**config.mk**
```make
export PLATFORM = sky130hd
export DESIGN_NAME = multiport_register_file
export DESIGN_NICKNAME = d
export VERILOG_FILES = /design/src/rtl/rf_pkg.sv /design/src/rtl/rf_scoreboard.sv /design/src/rtl/multiport_register_file.sv
export SDC_FILE = /design/constraint.sdc
export NUM_CORES = 2
export LEC_CHECK = 0
export CORE_AREA = 3 3 453 455
export CTS_CLUSTER_SIZE = 12
export DETAILED_ROUTE_END_ITERATION = 7
export DIE_AREA = 0 0 456 458
export GPL_TIMING_DRIVEN = 0
export PLACE_DENSITY = 0.61
export SETUP_SLACK_MARGIN = 0.5
export SLEW_MARGIN = 5
export SYNTH_ARGS = -nofsm -noshare
export SYNTH_HDL_FRONTEND = slang
export SYNTH_SLANG_ARGS = --single-unit
```
**constraint.sdc**
```tcl
create_clock -name clk -period 2.15 [get_ports clk]
set_input_delay 0.215 -clock clk [delete_from_list [all_inputs] [get_ports clk]]
set_output_delay 0.215 -clock clk [all_outputs]
set_load 0.02 [all_outputs]
```
**src/rtl/rf_pkg.sv**
```systemverilog
// Shared constants, types and helpers for the multiport register file.
// Types here describe the default configuration; parametrised modules size their own signals.
package rf_pkg;

    localparam int              DEF_XLEN    = 32;
    localparam int              DEF_NREGS   = 32;
    localparam logic [31:0]     DEF_SP_INIT = 32'h2ffc;
    localparam int              DEF_AW      = $clog2(DEF_NREGS);

    typedef logic [DEF_AW-1:0]   reg_addr_t;
    typedef logic [DEF_XLEN-1:0] xdata_t;

    // Low bit of port k's slice in a flattened bus of w-bit fields.
    function automatic int slice_lo(input int k, input int w);
        return k * w;
    endfunction

endpackage

```
**src/rtl/rf_scoreboard.sv**
```systemverilog
// Per-register busy scoreboard: set on issue, cleared on writeback, with issue winning on a tie.
// Register 0 is never busy.
module rf_scoreboard
    import rf_pkg::*;
#(
    parameter int NREGS = DEF_NREGS,
    parameter int AW    = $clog2(NREGS)
) (
    input  logic             clk,
    input  logic             reset,
    input  logic             iss_en,
    input  logic [AW-1:0]    iss_addr,
    input  logic             wr_en,
    input  logic [AW-1:0]    wr_addr,
    output logic [NREGS-1:0] busy_vec
);

    logic [NREGS-1:0] r_busy;
    logic [NREGS-1:0] w_busy_next;

    // A new producer overrides the retiring one, so set takes priority over clear.
    always_comb begin
        w_busy_next = r_busy;
        for (int i = 1; i < NREGS; i++) begin
            if (iss_en && (iss_addr == AW'(i))) begin
                w_busy_next[i] = 1'b1;
            end else if (wr_en && (wr_addr == AW'(i))) begin
                w_busy_next[i] = 1'b0;
            end
        end
        w_busy_next[0] = 1'b0;
    end

    always_ff @(posedge clk or negedge reset) begin
        if (!reset) begin
            r_busy <= '0;
        end else begin
            r_busy <= w_busy_next;
        end
    end

    assign busy_vec = r_busy;

endmodule

```
**src/rtl/multiport_register_file.sv**
```systemverilog
// Architectural register file with NRD combinational read ports, write-to-read bypass,
// hardwired zero register and a busy scoreboard for RAW hazard detection.
module multiport_register_file
    import rf_pkg::*;
#(
    parameter int              XLEN    = DEF_XLEN,
    parameter int              NREGS   = DEF_NREGS,
    parameter int              NRD     = 2,
    parameter int              SP_IDX  = 2,
    parameter logic [XLEN-1:0] SP_INIT = XLEN'(DEF_SP_INIT)
) (
    input  logic                   clk,
    input  logic                   reset,
    input  logic [NRD*$clog2(NREGS)-1:0] rd_addr,
    output logic [NRD*XLEN-1:0]    rd_data,
    output logic [NRD-1:0]         rd_busy,
    input  logic                   wr_en,
    input  logic [$clog2(NREGS)-1:0] wr_addr,
    input  logic [XLEN-1:0]        wr_data,
    input  logic                   iss_en,
    input  logic [$clog2(NREGS)-1:0] iss_addr,
    output logic [NREGS-1:0]       busy_vec,
    output logic [NREGS*XLEN-1:0]  print_reg
);

    localparam int AW = $clog2(NREGS);

    logic [XLEN-1:0] r_regs [NREGS];
    logic            w_wr_valid;

    assign w_wr_valid = wr_en && (wr_addr != '0);

    always_ff @(posedge clk or negedge reset) begin
        if (!reset) begin
            for (int i = 0; i < NREGS; i++) begin
                r_regs[i] <= (i == SP_IDX) ? SP_INIT : '0;
            end
        end else if (w_wr_valid) begin
            r_regs[wr_addr] <= wr_data;
        end
    end

    rf_scoreboard #(
        .NREGS (NREGS),
        .AW    (AW)
    ) u_scoreboard (
        .clk      (clk),
        .reset    (reset),
        .iss_en   (iss_en),
        .iss_addr (iss_addr),
        .wr_en    (wr_en),
        .wr_addr  (wr_addr),
        .busy_vec (busy_vec)
    );

    for (genvar k = 0; k < NRD; k++) begin : g_rd
        logic [AW-1:0]   w_addr;
        logic [XLEN-1:0] w_data;
        logic            w_busy;

        assign w_addr = rd_addr[slice_lo(k, AW) +: AW];

        // A value arriving this cycle is forwarded and is no longer pending.
        always_comb begin
            w_data = r_regs[w_addr];
            w_busy = busy_vec[w_addr];
            if (w_addr == '0) begin
                w_data = '0;
                w_busy = 1'b0;
            end else if (w_wr_valid && (wr_addr == w_addr)) begin
                w_data = wr_data;
                w_busy = 1'b0;
            end
        end

        assign rd_data[slice_lo(k, XLEN) +: XLEN] = w_data;
        assign rd_busy[k]                         = w_busy;
    end

    for (genvar i = 0; i < NREGS; i++) begin : g_print
        if (i == 0) begin : g_zero
            assign print_reg[0 +: XLEN] = '0;
        end else begin : g_reg
            assign print_reg[i*XLEN +: XLEN] = r_regs[i];
        end
    end

endmodule

```
==> results by group <==
Global route
  • Maximum number of pins on one net before global-route repair: 161
  • Overall track demand over capacity in global routing: 38.9%
  • GRT Max-Usage Layer: met2
  • Global routing met3 resource utilization: 12.8%
  • Met2 usage: 57.9%
  • Number of antenna violations at the first check in global routing: 46
  • Wire length of the first global-routing pass: 540,000 um
  • Met1 Use GR: 46.4%
  • Via count of the first global-routing pass: 54,682
  • Global route overflow: 0

Worst setup path
  • CP Capture Type: output port
  • Worst endpoint required time: 1930 ps
  • Capture point of the worst reg-to-reg path: print_reg[513]
  • Kind of start point of the critical path: input port
  • Worst flop-to-flop path startpoint: print_reg[513]
  • R2r worst-path depth: 3
  • Start point of the critical path: rd_addr[6]
  • Worst-path fanout max: 10
  • Start-to-end type of the worst setup path: in -> out
  • Register-to-register setup slack: 930 ps
  • Arrival time of the worst setup path: 2980 ps
  • Capture point of the worst path: rd_data[59]

STA
  • Worst-case headroom to the max-slew limit: 14.7%
  • Final-layout setup total negative slack: -82,120 ps
  • Final hold slack: -697 ps
  • Unrepaired setup endpoints after global routing: yes
  • Endpoints failing hold: 345
  • Final max-slew violation count: 0
  • Final setup violation count: 638
  • Least-Margin Pin Slew: 1280 ps
  • Post-layout minimum cycle time: 3190 ps
  • Largest clock skew in the final design: 0 ps
  • Final WS setup: -1040 ps
  • Final Cycle Share: 148%
  • Achievable frequency: 313 MHz

Logic synthesis
  • FF+latch count, synth: 1,055
  • Predominant post-synthesis flop cell: sky130_fd_sc_hd__dfrtp_1
  • Leading cell types by total area after synthesis: sky130_fd_sc_hd__dfrtp_1, sky130_fd_sc_hd__mux2_2, sky130_fd_sc_hd__buf_4
  • Share of the yosys chip area belonging to registers: 40.6%
  • Distinct cells, synth: 56
  • Proportion of synthesized flip-flops having asynchronous set or reset: 100%
  • Cell count after synthesis: 5,193
  • Cell area after technology mapping: 65,000 um2
  • Number of synthesized flops with an enable pin: 0
  • Per-instance average area after synthesis: 12.5 um2
  • YS warnings: 0
  • Cell type with the highest aggregate area in the netlist: sky130_fd_sc_hd__dfrtp_1
  • Portion of synthesized cell area occupied by the leading cell type: 40.2%

Layout
  • Count of nets after finishing: 6,902
  • Flip-flop count of the largest register, all copies and words added: 992
  • Number of inserted filler cells in the final layout: 18,498
  • Filler-free cell count of the finished design: 9,643
  • Post-route cell area: 92,900 um2
  • Share of post-route cells with drive strength above 1: 60.3%
  • Utilization after layout: 46.1%
  • Multi-input logic area: 31,800 um2
  • Area Growth Syn to Fin: 42.9%
  • Reg area: 26,600 um2

Pwr
  • Reported net switching power: 35,400 uW
  • Proportion of power drawn by the clock network: 25.2%
  • Sequential Power Share: 30.7%
  • PwrDens: 1010 nW/um2
  • Internal power contribution: 58,100 uW
  • Max IR drop VDD: 775 uV
  • Leakage: 0.0415 uW
  • Net switching share of the total power: 37.9%
  • Logic pwr share: 44.1%

Drt
  • Vias: 56,269
  • Mean number of vias per cell: 5.84
  • Routed wire length per instance: 43.5 um
  • Number of detailed-route iterations in the first pass: 7
  • Routed wire length: 420,000 um
  • DRC violations left: 0
  • Initial drt markers: 6,650
  • Post-route ant nets: 0

Die
  • DIE AREA: 209,000 um2
  • Starting Density: 32.2%
  • Overall die width: 456 um
  • Number of standard-cell rows in the floorplan: 165
  • Total core area: 202,000 um2
  • Die Ht: 458 um
  • Io pins: 1,178

Clock tree
  • Total clock buffers created by CTS: 131
  • Buffer depth of the longest clock path: 3
  • Cell chosen for the clock root: sky130_fd_sc_hd__clkbuf_16
  • H-tree Lvls: 4
  • Worst-path clk slew: 50 ps
  • TritonCTS clock tree: built
  • Insertion delay to the later sink of the worst-skew pair: 810 ps
  • Clock Sinks: 1,055

Placement
  • Final weighted congestion in routability-driven placement: 1.01
  • Placed inst area: 80,800 um2
  • Cells after DPL: 9,041
  • Count of buffers from port buffering: 1,135
  • Estimated wirelength of the detail-placed design: 324,000 um

Hold path
  • Worst hold-check path type: in -> async

Run status
  • Failing checks: hold timing, setup timing
  • Outcome: finished, violations left

Run
  • Max-cap violations: 0
-- worst min-delay path by stage --
stage | startpoint | end | slack, ps
global placement | r_regs[1017] | r_regs[1017] | 450
detailed placement | reset | print_reg[1005] | 160
finish | reset | print_reg[1005] | -700
CTS | reset | print_reg[1005] | -700
floorplan | reset | print_reg[1000] | -80
global route | reset | print_reg[1005] | -680
-- cell usage after synthesis, types with 7 or more instances --
| master | count |
|---|---|
| sky130_fd_sc_hd__a22o_1 | 21 |
| sky130_fd_sc_hd__mux2i_1 | 424 |
| sky130_fd_sc_hd__o22ai_1 | 43 |
| sky130_fd_sc_hd__buf_1 | 44 |
| sky130_fd_sc_hd__o31ai_1 | 13 |
| sky130_fd_sc_hd__xnor2_1 | 8 |
| sky130_fd_sc_hd__nor2b_1 | 37 |
| sky130_fd_sc_hd__a22oi_1 | 56 |
| sky130_fd_sc_hd__a221o_1 | 43 |
| sky130_fd_sc_hd__inv_1 | 12 |
| sky130_fd_sc_hd__o21ai_0 | 99 |
| sky130_fd_sc_hd__mux4_2 | 332 |
| sky130_fd_sc_hd__a221oi_1 | 100 |
| sky130_fd_sc_hd__a21oi_1 | 87 |
| sky130_fd_sc_hd__dfrtp_1 | 1044 |
| sky130_fd_sc_hd__buf_2 | 152 |
| sky130_fd_sc_hd__nand2_1 | 101 |
| sky130_fd_sc_hd__and3_1 | 20 |
| sky130_fd_sc_hd__clkbuf_1 | 234 |
| sky130_fd_sc_hd__mux2_2 | 1034 |
| sky130_fd_sc_hd__a31oi_1 | 22 |
| sky130_fd_sc_hd__buf_4 | 1057 |
| sky130_fd_sc_hd__dfstp_2 | 11 |
| sky130_fd_sc_hd__nand2b_1 | 22 |
| sky130_fd_sc_hd__a2111oi_0 | 10 |
| sky130_fd_sc_hd__nor2_1 | 30 |
| sky130_fd_sc_hd__a211oi_1 | 44 |
| sky130_fd_sc_hd__nand4_1 | 7 |
| sky130_fd_sc_hd__nor3_1 | 30 |
| sky130_fd_sc_hd__o21bai_1 | 12 |
-- kinds of logic after synthesis --
| kind of cell | count (synthesis) | share of synthesized area (%) |
|---|---|---|
| flip-flops | 1055 | 40.6 |
| XOR/XNOR | 10 | 0.135 |
| multiplexers | 1790 | 35.9 |
| AO/OA/AOI/OAI | 561 | 6.11 |
| buffers and inverters | 1503 | 15.1 |
| other | 1 | 0.00577 |
| AND/OR/NAND/NOR | 273 | 2.10 |
-- cell usage in the layout, fill, tap and decap left out, types with 30 or more instances in the layout --
master,n
sky130_fd_sc_hd__a221oi_1,78
sky130_fd_sc_hd__o22ai_1,36
sky130_fd_sc_hd__clkbuf_2,116
sky130_fd_sc_hd__buf_8,47
sky130_fd_sc_hd__mux2_2,1024
sky130_fd_sc_hd__nand2_1,94
sky130_fd_sc_hd__clkbuf_1,163
sky130_fd_sc_hd__buf_2,62
sky130_fd_sc_hd__dfrtp_2,141
sky130_fd_sc_hd__mux2i_4,34
sky130_fd_sc_hd__mux4_2,332
sky130_fd_sc_hd__buf_4,1102
sky130_fd_sc_hd__conb_1,33
sky130_fd_sc_hd__a22oi_1,31
sky130_fd_sc_hd__clkdlybuf4s50_1,689
sky130_fd_sc_hd__mux2i_1,365
sky130_fd_sc_hd__clkbuf_4,64
sky130_fd_sc_hd__buf_12,30
sky130_fd_sc_hd__dfrtp_1,903
sky130_fd_sc_hd__buf_6,640
sky130_fd_sc_hd__clkbuf_16,136
sky130_fd_sc_hd__o21ai_0,75
sky130_fd_sc_hd__a221o_1,32
sky130_fd_sc_hd__a211oi_4,35
sky130_fd_sc_hd__clkbuf_8,55
sky130_fd_sc_hd__a21oi_1,49
-- final cells by class --
| cell class | instances | share of cell area (%) |
|---|---|---|
| repair buffers | 1488 | 15.7 |
| flip-flops and latches | 1055 | 28.6 |
| diodes | 28 | 0.0754 |
| inverters | 13 | 0.0579 |
| clock inverters | 45 | 0.708 |
| well taps | 2672 | 3.60 |
| plain buffers | 1490 | 13.1 |
| multi-input cells | 2667 | 34.2 |
| clock buffers | 185 | 4.02 |
-- worst max-delay path: stages --
cell and delay [ps]:
sky130_fd_sc_hd__buf_2 280, sky130_fd_sc_hd__buf_4 330, sky130_fd_sc_hd__buf_12 260, sky130_fd_sc_hd__buf_8 310
sky130_fd_sc_hd__buf_6 280, sky130_fd_sc_hd__mux2i_2 140, sky130_fd_sc_hd__a21oi_2 480, sky130_fd_sc_hd__a221o_1 390
sky130_fd_sc_hd__buf_2 230
-- power groups by stage --
stage / clock (uW) / combinational, uW / sequential [uW]
2_1_floorplan: 0 / 19800 / 26800
3_3_place_gp: 0 / 35700 / 28800
3_5_place_dp: 0 / 36100 / 28900
4_1_cts: 23600 / 39400 / 28300
5_1_grt: 24300 / 42200 / 28900
6_report: 23600 / 41300 / 28700
-- metal layers --
metal	vias to the layer above	wire (um)
met1	29609	153000
met4	28	40100
li1	21437	-
met2	4090	181000
met5	-	390
met3	1105	44900
-- metrics by stage --
stage / worst slack (ps) / total power, uW
floorplan: -73.0 / 46500
global placement: -49330 / 64500
detailed placement: -3900 / 65000
CTS: -1000 / 91300
global route: -1020 / 95500
finish: -1040 / 93500
-- what timing repair did --
| action | CTS | global route |
|---|---|---|
| setup buffers | 231 | 110 |
| endpoints found under the hold margin | 366 | 155 |
| gates resized for setup | 1372 | 1884 |
| endpoints found under the setup margin | 2213 | 2143 |
| pin swaps | 152 | 78 |
| hold buffers | 1 | 2 |
(Power assumes the default switching activity.)
